### src/rtl/evt_kernel_loader.sv
// Purpose : streams kernel weights from a valid/ready event port into kernel memory.
//           The main banks take 4*CHANNEL_NUMBER words, then the residual bank takes CHANNEL_NUMBER/2 words.
// Latency : one cycle from an accepted word to its registered write. done_o follows the last write strobe by one cycle.
// Backpr. : evt_ready_o is a pure function of FSM state. A word is taken only on evt_valid_i && evt_ready_o,
//           and gaps stall the counter.
// Ports   : clk_i/rst_ni (sync, active-low) | start_i, abort_i control | evt_data_i/evt_valid_i/evt_ready_o stream
//           wr_en_o/wr_addr_o/wr_data_o/mode_o kernel-memory write | busy_o, done_o, checksum_o status
// Config  : define EVT_KERNEL_LOADER_CHECKSUM_EN to build the XOR checksum accumulator (otherwise checksum_o = 0).
module evt_kernel_loader #(
    parameter int CHANNEL_NUMBER = 64,
    parameter int DATA_WIDTH     = 32,
    localparam int ADDR_WIDTH    = $clog2(CHANNEL_NUMBER) + 2
) (
    input  logic                  clk_i,
    input  logic                  rst_ni,
    input  logic                  start_i,
    input  logic                  abort_i,
    input  logic [DATA_WIDTH-1:0] evt_data_i,
    input  logic                  evt_valid_i,
    output logic                  evt_ready_o,
    output logic                  wr_en_o,
    output logic [ADDR_WIDTH-1:0] wr_addr_o,
    output logic [DATA_WIDTH-1:0] wr_data_o,
    output logic [1:0]            mode_o,
    output logic                  busy_o,
    output logic                  done_o,
    output logic [DATA_WIDTH-1:0] checksum_o
);

    localparam logic [ADDR_WIDTH-1:0] MAIN_LAST = ADDR_WIDTH'(4 * CHANNEL_NUMBER - 1);
    localparam logic [ADDR_WIDTH-1:0] RES_LAST  = ADDR_WIDTH'(CHANNEL_NUMBER / 2 - 1);
    localparam logic [ADDR_WIDTH-1:0] CNT_ONE   = ADDR_WIDTH'(1);

    localparam logic [1:0] MODE_IDLE = 2'b00;
    localparam logic [1:0] MODE_MAIN = 2'b01;
    localparam logic [1:0] MODE_RES  = 2'b10;

    typedef enum logic [1:0] {
        IDLE      = 2'd0,
        LOAD_MAIN = 2'd1,
        LOAD_RES  = 2'd2,
        DONE      = 2'd3
    } state_e;

    state_e                state_q, state_d;
    logic [ADDR_WIDTH-1:0] cnt_q, cnt_d;
    logic                  wr_en_q, wr_en_d;
    logic [ADDR_WIDTH-1:0] wr_addr_q, wr_addr_d;
    logic [DATA_WIDTH-1:0] wr_data_q, wr_data_d;
    logic [1:0]            mode_q, mode_d;
    logic                  done_q, done_d;
    logic                  ready;
    logic                  hs;

    // Ready comes from state only, so it never loops back through evt_valid_i.
    assign ready = (state_q == LOAD_MAIN) || (state_q == LOAD_RES);
    assign hs    = evt_valid_i && ready;

    always_comb begin
        state_d   = state_q;
        cnt_d     = cnt_q;
        wr_en_d   = 1'b0;
        wr_addr_d = wr_addr_q;
        wr_data_d = wr_data_q;
        mode_d    = MODE_IDLE;
        done_d    = 1'b0;

        unique case (state_q)
            IDLE: begin
                if (start_i) begin
                    state_d = LOAD_MAIN;
                    cnt_d   = '0;
                end
            end
            LOAD_MAIN: begin
                // mode is registered alongside the write, so it stays 01 for the last main word
                // even though the FSM has already moved on to LOAD_RES.
                mode_d = MODE_MAIN;
                if (hs) begin
                    wr_en_d   = 1'b1;
                    wr_addr_d = cnt_q;
                    wr_data_d = evt_data_i;
                    if (cnt_q == MAIN_LAST) begin
                        state_d = LOAD_RES;
                        cnt_d   = '0;
                    end else begin
                        cnt_d = cnt_q + CNT_ONE;
                    end
                end
            end
            LOAD_RES: begin
                mode_d = MODE_RES;
                if (hs) begin
                    wr_en_d   = 1'b1;
                    wr_addr_d = cnt_q;
                    wr_data_d = evt_data_i;
                    if (cnt_q == RES_LAST) begin
                        state_d = DONE;
                        cnt_d   = '0;
                    end else begin
                        cnt_d = cnt_q + CNT_ONE;
                    end
                end
            end
            DONE: begin
                // The last residual write is on the bus during this cycle.
                // The done pulse is registered so that it lands one cycle after that write.
                state_d = IDLE;
                done_d  = 1'b1;
            end
            default: state_d = IDLE;
        endcase

        // Abort wins over everything, including a handshake in the same cycle.
        if (abort_i) begin
            state_d   = IDLE;
            cnt_d     = '0;
            wr_en_d   = 1'b0;
            wr_addr_d = wr_addr_q;
            wr_data_d = wr_data_q;
            mode_d    = MODE_IDLE;
            done_d    = 1'b0;
        end
    end

    always_ff @(posedge clk_i) begin
        if (!rst_ni) begin
            state_q   <= IDLE;
            cnt_q     <= '0;
            wr_en_q   <= 1'b0;
            wr_addr_q <= '0;
            wr_data_q <= '0;
            mode_q    <= MODE_IDLE;
            done_q    <= 1'b0;
        end else begin
            state_q   <= state_d;
            cnt_q     <= cnt_d;
            wr_en_q   <= wr_en_d;
            wr_addr_q <= wr_addr_d;
            wr_data_q <= wr_data_d;
            mode_q    <= mode_d;
            done_q    <= done_d;
        end
    end

`ifdef EVT_KERNEL_LOADER_CHECKSUM_EN
    logic [DATA_WIDTH-1:0] chk_q;
    logic                  accept;

    assign accept = hs && !abort_i;

    always_ff @(posedge clk_i) begin
        if (!rst_ni) begin
            chk_q <= '0;
        end else if ((state_q == IDLE) && start_i && !abort_i) begin
            chk_q <= '0;
        end else if (accept) begin
            chk_q <= chk_q ^ evt_data_i;
        end
    end

    assign checksum_o = chk_q;
`else
    assign checksum_o = '0;
`endif

    assign evt_ready_o = ready;
    assign wr_en_o     = wr_en_q;
    assign wr_addr_o   = wr_addr_q;
    assign wr_data_o   = wr_data_q;
    assign mode_o      = mode_q;
    assign busy_o      = (state_q != IDLE);
    assign done_o      = done_q;

endmodule

### config.mk
export PLATFORM = sky130hd
export DESIGN_NAME = evt_kernel_loader
export DESIGN_NICKNAME = d
export VERILOG_FILES = /design/src/rtl/evt_kernel_loader.sv
export SDC_FILE = /design/constraint.sdc
export NUM_CORES = 1
export LEC_CHECK = 0
export CAP_MARGIN = 5
export CORE_AREA = 4 4 98 100
export CTS_CLUSTER_DIAMETER = 60
export DETAILED_ROUTE_END_ITERATION = 16
export DIE_AREA = 0 0 102 104
export PLACE_DENSITY_LB_ADDON = 0.25
export SYNTH_ARGS = -nofsm -noshare
export SYNTH_HDL_FRONTEND = slang
export SYNTH_SLANG_ARGS = --single-unit
### constraint.sdc
create_clock -name clk_i -period 2.14 [get_ports clk_i]
set_clock_uncertainty 0.05 [all_clocks]
set_input_delay 0.214 -clock clk_i [delete_from_list [all_inputs] [get_ports clk_i]]
set_output_delay 0.214 -clock clk_i [all_outputs]
set_load 0.05 [all_outputs]
==> results of run 1 <==
==> power groups by stage <==
| stage | registers (uW) | clock network (uW) | logic, uW |
|---|---|---|---|
| floorplan | 1100 | 0 | 290 |
| global placement | 1050 | 0 | 433 |
| detailed placement | 1050 | 0 | 436 |
| CTS | 1030 | 725 | 437 |
| global route | 1030 | 767 | 462 |
| finish | 1030 | 686 | 436 |
==> cells in the final DEF (no fill, tap or decap), types with 2 or more instances in the layout <==
cell	count
inv_1	4
conb_1	32
nor2b_1	3
a21boi_0	16
clkbuf_8	5
a21oi_1	8
a21boi_1	25
o21a_1	2
o21ai_1	2
clkbuf_1	2
dfxtp_1	54
nand2_1	88
nand4b_1	3
clkdlybuf4s50_1	80
buf_4	10
mux2i_1	2
ha_1	5
nor3_1	2
a32oi_1	2
o21ai_0	2
and2_1	5
nor2_1	3
nand4_1	7
==> registers in the layout, indices dropped and copies added (netlist names) <==
signal and flops:
state_q 2, done_o 1, wr_en_o 1, wr_addr_o 8, mode_o 2, cnt_q 8, wr_data_o 32
==> cell families after synthesis <==
family | share of synthesized area (%)
AOI/OAI and AO/OA | 18.22
other | 0.1472
buffers and inverters | 13.21
adders and majority gates | 2.947
and+or+nand+nor | 22.25
DFF | 42.44
muxes | 0.7859
==> critical path, delay by kind of cell (launching register included) <==
| kind | cells | cell delay [ns] |
|---|---|---|
| AOI/OAI and AO/OA | 2 | 0.61 |
| DFF | 1 | 0.40 |
| and+or+nand+nor | 1 | 0.30 |
| adders and majority gates | 1 | 0.24 |
| muxes | 1 | 0.23 |
| buffers and inverters | 1 | 0.10 |
==> final cells by class <==
| class | instances | area share [%] |
|---|---|---|
| multi-input combinational | 223 | 36.18 |
| sequential | 54 | 31.17 |
| timing repair buffer | 90 | 25.25 |
| tap | 108 | 3.896 |
| clock buffer | 7 | 2.201 |
| clock inverter | 1 | 0.8658 |
| inverter | 4 | 0.4329 |
==> worst min path at each step <==
stage | from | end | slack, ns
global placement | wr_data_o[16]$_SDFFE_PN0P_ | wr_data_o[16]$_SDFFE_PN0P_ | 0.39
global route | evt_data_i[13] | wr_data_o[13]$_SDFFE_PN0P_ | 0.37
finish | evt_data_i[10] | wr_data_o[10]$_SDFFE_PN0P_ | 0.40
floorplan | evt_data_i[0] | wr_data_o[0]$_SDFFE_PN0P_ | 0.30
CTS | evt_data_i[13] | wr_data_o[13]$_SDFFE_PN0P_ | 0.38
detailed placement | wr_data_o[30]$_SDFFE_PN0P_ | wr_data_o[30]$_SDFFE_PN0P_ | 0.40
==> layer usage <==
layer / track usage (%) / vias up
li1: - / 1084
met1: 14.84 / 956
met2: 18.29 / 74
met3: 3.756 / 7
met4: 4.030 / 0
met5: 0 / -
==> metrics by stage <==
stage                     cell area (um^2)  utilization (%)
after floorplan                       2666                -
after global placement                3358            38.70
after detailed placement              3358            38.70
after CTS                             3465            39.92
after global routing                  3468            39.97
final                                 3468            39.97
==> timing repair <==
| item | CTS | global route |
|---|---|---|
| hold buffers | 0 | 0 |
| gates resized for setup | 0 | 1 |
| hold endpoints to repair | 0 | 0 |
| setup endpoints to repair | 0 | 5 |
==> impl_metrics.csv, run 1 <==
group,metric,value,unit
outcome,outcome,"completed",
layout,area_growth_syn_to_layout,36.15,%
timing,setup_viol,0,
drt,avgRoutedWirePerCell,12.89,um
drt,drt-met1-wl,2724,um
power,internal_power,1516,uW
place,io_buffers,82,
drt,route.vias.total,2121,
clock_network,clk_pin_slew_worst_paths,0.10,ns
layout,fin_nets,421,
power,pwr-share-comb,20.2,%
synthesis,synthTopCellsByArea,"dfxtp_1, nand2_1, buf_4, a21boi_1, a21boi_0",
layout,n_fill_cell,909,
power,p_per_area,620.5,nW/um^2
power,netSwitchingFraction,29.55,%
layout,layout-drive-gt1-share,6.596,%
setup_path,start_kind,"register",
timing,rsz0062_at_grt,"no",
layout,fin_cells,487,
synthesis,syn_avg_cell_area,8.463,um^2
timing,finalHoldViolations,0,
clock_network,numCtsBuffers,5,
layout,multiInputGateArea,1255,um^2
die,die_area,10610,um^2
setup_path,crit_start,"state_q[0]$_SDFFE_PP0P_",
setup_path,endpoint,"state_q[0]$_SDFFE_PP0P_",
drt,dr.first_iter.drc_count,62,
synthesis,synth_edf_count,0,
timing,slew_headroom,64.65,%
power,worst_ir_drop_vdd,0.0002658,V
synthesis,synth_top_area_share,42.44,%
place,dpl_worst_slack,0.06416,ns
global_routing,track_usage,11.64,%
setup_path,rr_endpoint,"state_q[0]$_SDFFE_PP0P_",
drt,dr_wl_met3,520,um
worst_hold_path,hold_path_class,"primary input to register",
worst_hold_path,hold_path_depth,3,
drt,wl_met2,2944,um
synthesis,yosys-top-cells-count,"nand2_1, dfxtp_1, buf_4, a21boi_1, a21boi_0",
power,leakage,0.001231,uW
power,pwr-share-seq,47.9,%
flow_run,drv_cap,0,
synthesis,ys.flop_type,"dfxtp_1",
timing,timing.hold.ws,0.3962,ns
layout,antenna_cells,0,
global_routing,gr-total-overflow,0,
timing,fin_setup_tns,0,ns
setup_path,cp_slowest_cell,"a2111oi_4",
die,io_pins,115,
synthesis,yosys.cell_count.top_type,"nand2_1",
die,die_w,102,um
layout,regArea,1081,um^2
clock_network,clk_root_buffer_cell,"clkbuf_8",
timing,maxSlewViolCount,0,
die,fp.dieH,104,um
synthesis,seq_area_frac_synth,42.44,%
clock_network,htree_levels,2,
clock_network,clkSinkCount,54,
setup_path,r2r_cells,6,
global_routing,grt_pass1_vias,2005,
place,dp.cells,479,
synthesis,synthCells,301,
synthesis,synth_async_sr_flop_share,0,%
power,pwr-share-clk,31.9,%
setup_path,max_stage_delay,0.46,ns
clock_network,clockBufferDepth,2,
power,power,2152,uW
timing,fmax,499.6,MHz
place,dpl.hpwl,4500,um
clock_network,clk_latency,0.31,ns
synthesis,synth.cell_area,2547,um^2
setup_path,crit_type,"register to register",
drt,wl,6277,um
synthesis,synth_seq_cells,54,
place,gp_congestion,0.7774,
setup_path,timing.rr.start,"state_q[0]$_SDFFE_PP0P_",
global_routing,grt_pass1_wl,9915,um
drt,avgViaCountPerCell,4.355,
drt,drt-pass1-iter-count,4,
global_routing,grt_antenna_before_repair,0,
synthesis,ys_types,39,
die,initial_core_util,29.35,%
setup_path,crit_fanout,10,
die,core-area,8678,um^2
clock_network,cts_setup_buffers,0,
die,std_cell_rows,34,
drt,ant_nets,0,
setup_path,critical_path_arrival,2.19,ns
timing,worst_slack,0.1383,ns
timing,period_needed,2.002,ns
global_routing,grt_max_degree,30,
timing,fin_crit_sh,93.54,%
power,p_sw,636.0,uW
drt,drc,0,
clock_network,cts_tree,"yes",
synthesis,yosys_warnings,0,
setup_path,endpoint_kind,"register",
setup_path,crit_required,2.33,ns
setup_path,worstPathCellList,"inv_1, ha_1, and4b_1, o211ai_4, a2111oi_4, mux2i_1",
setup_path,worst-r2r-setup-slack,0.14,ns
drt,highest_layer,"met4",
synthesis,synth_top_area_cell,"dfxtp_1",
timing,worst_pin_slew,0.5286,ns
Note: power is estimated with default switching activity, not from simulation.
==> run 2: changes to the inputs <==
--- a/config.mk
+++ b/config.mk
@@ -6,10 +6,10 @@
 export NUM_CORES = 1
 export LEC_CHECK = 0
 export CAP_MARGIN = 5
-export CORE_AREA = 4 4 98 100
+export CORE_AREA = 4 4 83 85
 export CTS_CLUSTER_DIAMETER = 60
 export DETAILED_ROUTE_END_ITERATION = 16
-export DIE_AREA = 0 0 102 104
+export DIE_AREA = 0 0 87 89
 export PLACE_DENSITY_LB_ADDON = 0.25
 export SYNTH_ARGS = -nofsm -noshare
 export SYNTH_HDL_FRONTEND = slang
==> run 2 against run 1 <==
Compared with the run above: first-iteration DRC count up 110%; non-clock buffer count down 3; register-to-register slack better by 0.03 ns; via count down 0.80%; sequential share of layout area up 0.65 points; clock power down 17%; wire length down 7.6%; sequential power about the same.
==> impl_metrics.csv, run 2 (synthesized netlist as in run 1, its figures left out) <==
group,metric,value,unit
global_routing,grt_pass1_wl,8894,um
worst_hold_path,hold_path_depth,3,
layout,fin_cells,452,
timing,fmax,506.2,MHz
setup_path,rr_endpoint,"state_q[0]$_SDFFE_PP0P_",
setup_path,crit_type,"register to register",
power,p_per_area,596.8,nW/um^2
drt,drt-pass1-iter-count,4,
drt,wl,5803,um
clock_network,clockBufferDepth,2,
clock_network,numCtsBuffers,5,
timing,worst_slack,0.1646,ns
flow_run,drv_cap,0,
die,die_w,87,um
setup_path,worst-r2r-setup-slack,0.16,ns
power,leakage,0.001207,uW
place,postPlaceCellArea,3309,um^2
layout,fin_nets,418,
setup_path,start_kind,"register",
global_routing,gr-total-overflow,0,
timing,period_needed,1.975,ns
timing,maxSlewViolCount,0,
die,fp.dieH,89,um
global_routing,grt_pass1_vias,1891,
timing,setup_viol,0,
place,gp_congestion,0.7580,
global_routing,grt_max_degree,43,
setup_path,worstPathCellList,"inv_1, ha_1, and4b_1, o211ai_4, a2111oi_4, mux2i_1",
clock_network,cts_tree,"yes",
place,dpl_worst_slack,0.07590,ns
clock_network,clk_pin_slew_worst_paths,0.10,ns
global_routing,track_usage,14.32,%
setup_path,crit_required,2.34,ns
die,die_area,7743,um^2
clock_network,postCtsHoldBufs,0,
clock_network,clk_root_buffer_cell,"clkbuf_8",
setup_path,critPathTopFamily,"compound AO/OA/AOI/OAI gates",
place,dp.cells,445,
layout,layout-drive-gt1-share,6.133,%
drt,avgRoutedWirePerCell,12.84,um
place,io_buffers,82,
clock_network,htree_levels,2,
setup_path,path_buf_inv,1,
global_routing,grt_antenna_before_repair,0,
setup_path,crit_fanout,10,
clock_network,clkSinkCount,54,
layout,area_growth_syn_to_layout,33.35,%
timing,rsz0062_at_grt,"no",
die,io_pins,115,
setup_path,r2r_cells,6,
drt,route.vias.total,2104,
timing,fin_crit_sh,92.31,%
layout,multiInputGateArea,1255,um^2
setup_path,critical_path_arrival,2.17,ns
setup_path,max_stage_delay,0.46,ns
timing,slew_headroom,64.14,%
drt,ant_nets,0,
die,std_cell_rows,29,
drt,dr.first_iter.drc_count,133,
layout,n_fill_cell,609,
power,worst_ir_drop_vdd,0.0003758,V
drt,drc,0,
layout,most-common-layout-cells,"nand2_1, clkdlybuf4s50_1, dfxtp_1, conb_1, a21boi_1",
setup_path,timing.rr.start,"state_q[0]$_SDFFE_PP0P_",
timing,finalHoldViolations,0,
timing,worst_pin_slew,0.5362,ns
layout,fin_util,54.75,%
outcome,outcome,"completed",
setup_path,endpoint_kind,"register",
drt,avgViaCountPerCell,4.655,
layout,stdcell_area,3397,um^2
worst_hold_path,min_from,"evt_data_i[13]",
layout,antenna_cells,0,
die,initial_core_util,41.06,%
setup_path,cp_slowest_cell,"a2111oi_4",
worst_hold_path,hold_path_class,"primary input to register",
layout,regArea,1081,um^2
layout,largest_reg_flops,32,
clock_network,clk_latency,0.31,ns
layout,final_common_cell,"nand2_1",
worst_hold_path,min_to,"wr_data_o[13]$_SDFFE_PN0P_",
timing,fin_setup_tns,0,ns
die,core-area,6205,um^2
place,dpl.hpwl,4116,um
[run 2: changes by cell type in the layout (fill, tap and decap cells not counted)]
cell        previous run  this run
clkinvlp_4             0         2
bufinv_16              1         0
clkbuf_1               2         0
buf_12                 0         1
buf_4                 10         6
[run 2: worst min-delay path, delay by kind of cell]
kind                   cells  cell delay (ns)
AO/OA/AOI/OAI              1             0.05
buffers and inverters      1             0.39
AND/OR/NAND/NOR            1             0.05
[run 2: layout make-up]
| cell class | instances | area share (%) |
|---|---|---|
| Tap cell | 77 | 2.836 |
| Multi-Input combinational cell | 223 | 36.94 |
| Clock inverter | 2 | 0.4420 |
| Clock buffer | 5 | 2.026 |
| Sequential cell | 54 | 31.82 |
| Inverter | 4 | 0.4420 |
| Timing Repair Buffer | 87 | 25.49 |
[run 2: metrics by stage]
stage | power [uW] | hold WS, ns
after floorplan | 1394 | 0.2989
after global placement | 1479 | 0.3902
final | 2027 | 0.3837
after detailed placement | 1483 | 0.3939
after global routing | 2118 | 0.3836
after CTS | 2053 | 0.3744
[run 2: how the worst max path moves through the flow]
stage | startpoint | end | slack, ns | cells after the start
final | state_q[0]$_SDFFE_PP0P_ | state_q[0]$_SDFFE_PP0P_ | 0.16 | 6
after global routing | state_q[0]$_SDFFE_PP0P_ | state_q[0]$_SDFFE_PP0P_ | 0.04 | 6
after CTS | state_q[0]$_SDFFE_PP0P_ | cnt_q[5]$_SDFFE_PP0P_ | 0.06 | 6
after detailed placement | state_q[0]$_SDFFE_PP0P_ | cnt_q[5]$_SDFFE_PP0P_ | 0.08 | 6
after global placement | state_q[0]$_SDFFE_PP0P_ | cnt_q[5]$_SDFFE_PP0P_ | 0.14 | 6
after floorplan | state_q[1]$_SDFFE_PP0P_ | cnt_q[5]$_SDFFE_PP0P_ | 0.03 | 7
[run 2: where the power goes]
group          internal [uW]  total (uW)  switching [uW]
registers               1020        1030            9.16
clock network            224         567             342
logic                    142         430             289
[run 2: metal layers]
| layer | track usage (%) | up-vias | wire length (um) | share of wire (%) |
|---|---|---|---|---|
| met2 | 25.33 | 65 | 2939 | 51 |
| met4 | 4.108 | 0 | 53 | 0.91 |
| li1 | - | 1073 | - | - |
| met5 | 0 | - | 0 | 0 |
| met3 | 5.714 | 5 | 496 | 8.5 |
| met1 | 15.91 | 961 | 2314 | 40 |
[run 2: what timing repair did]
action                     4_1_cts  5_1_grt
resized for setup                0        1
setup endpoints to repair        0        4
setup buffers                    0        0
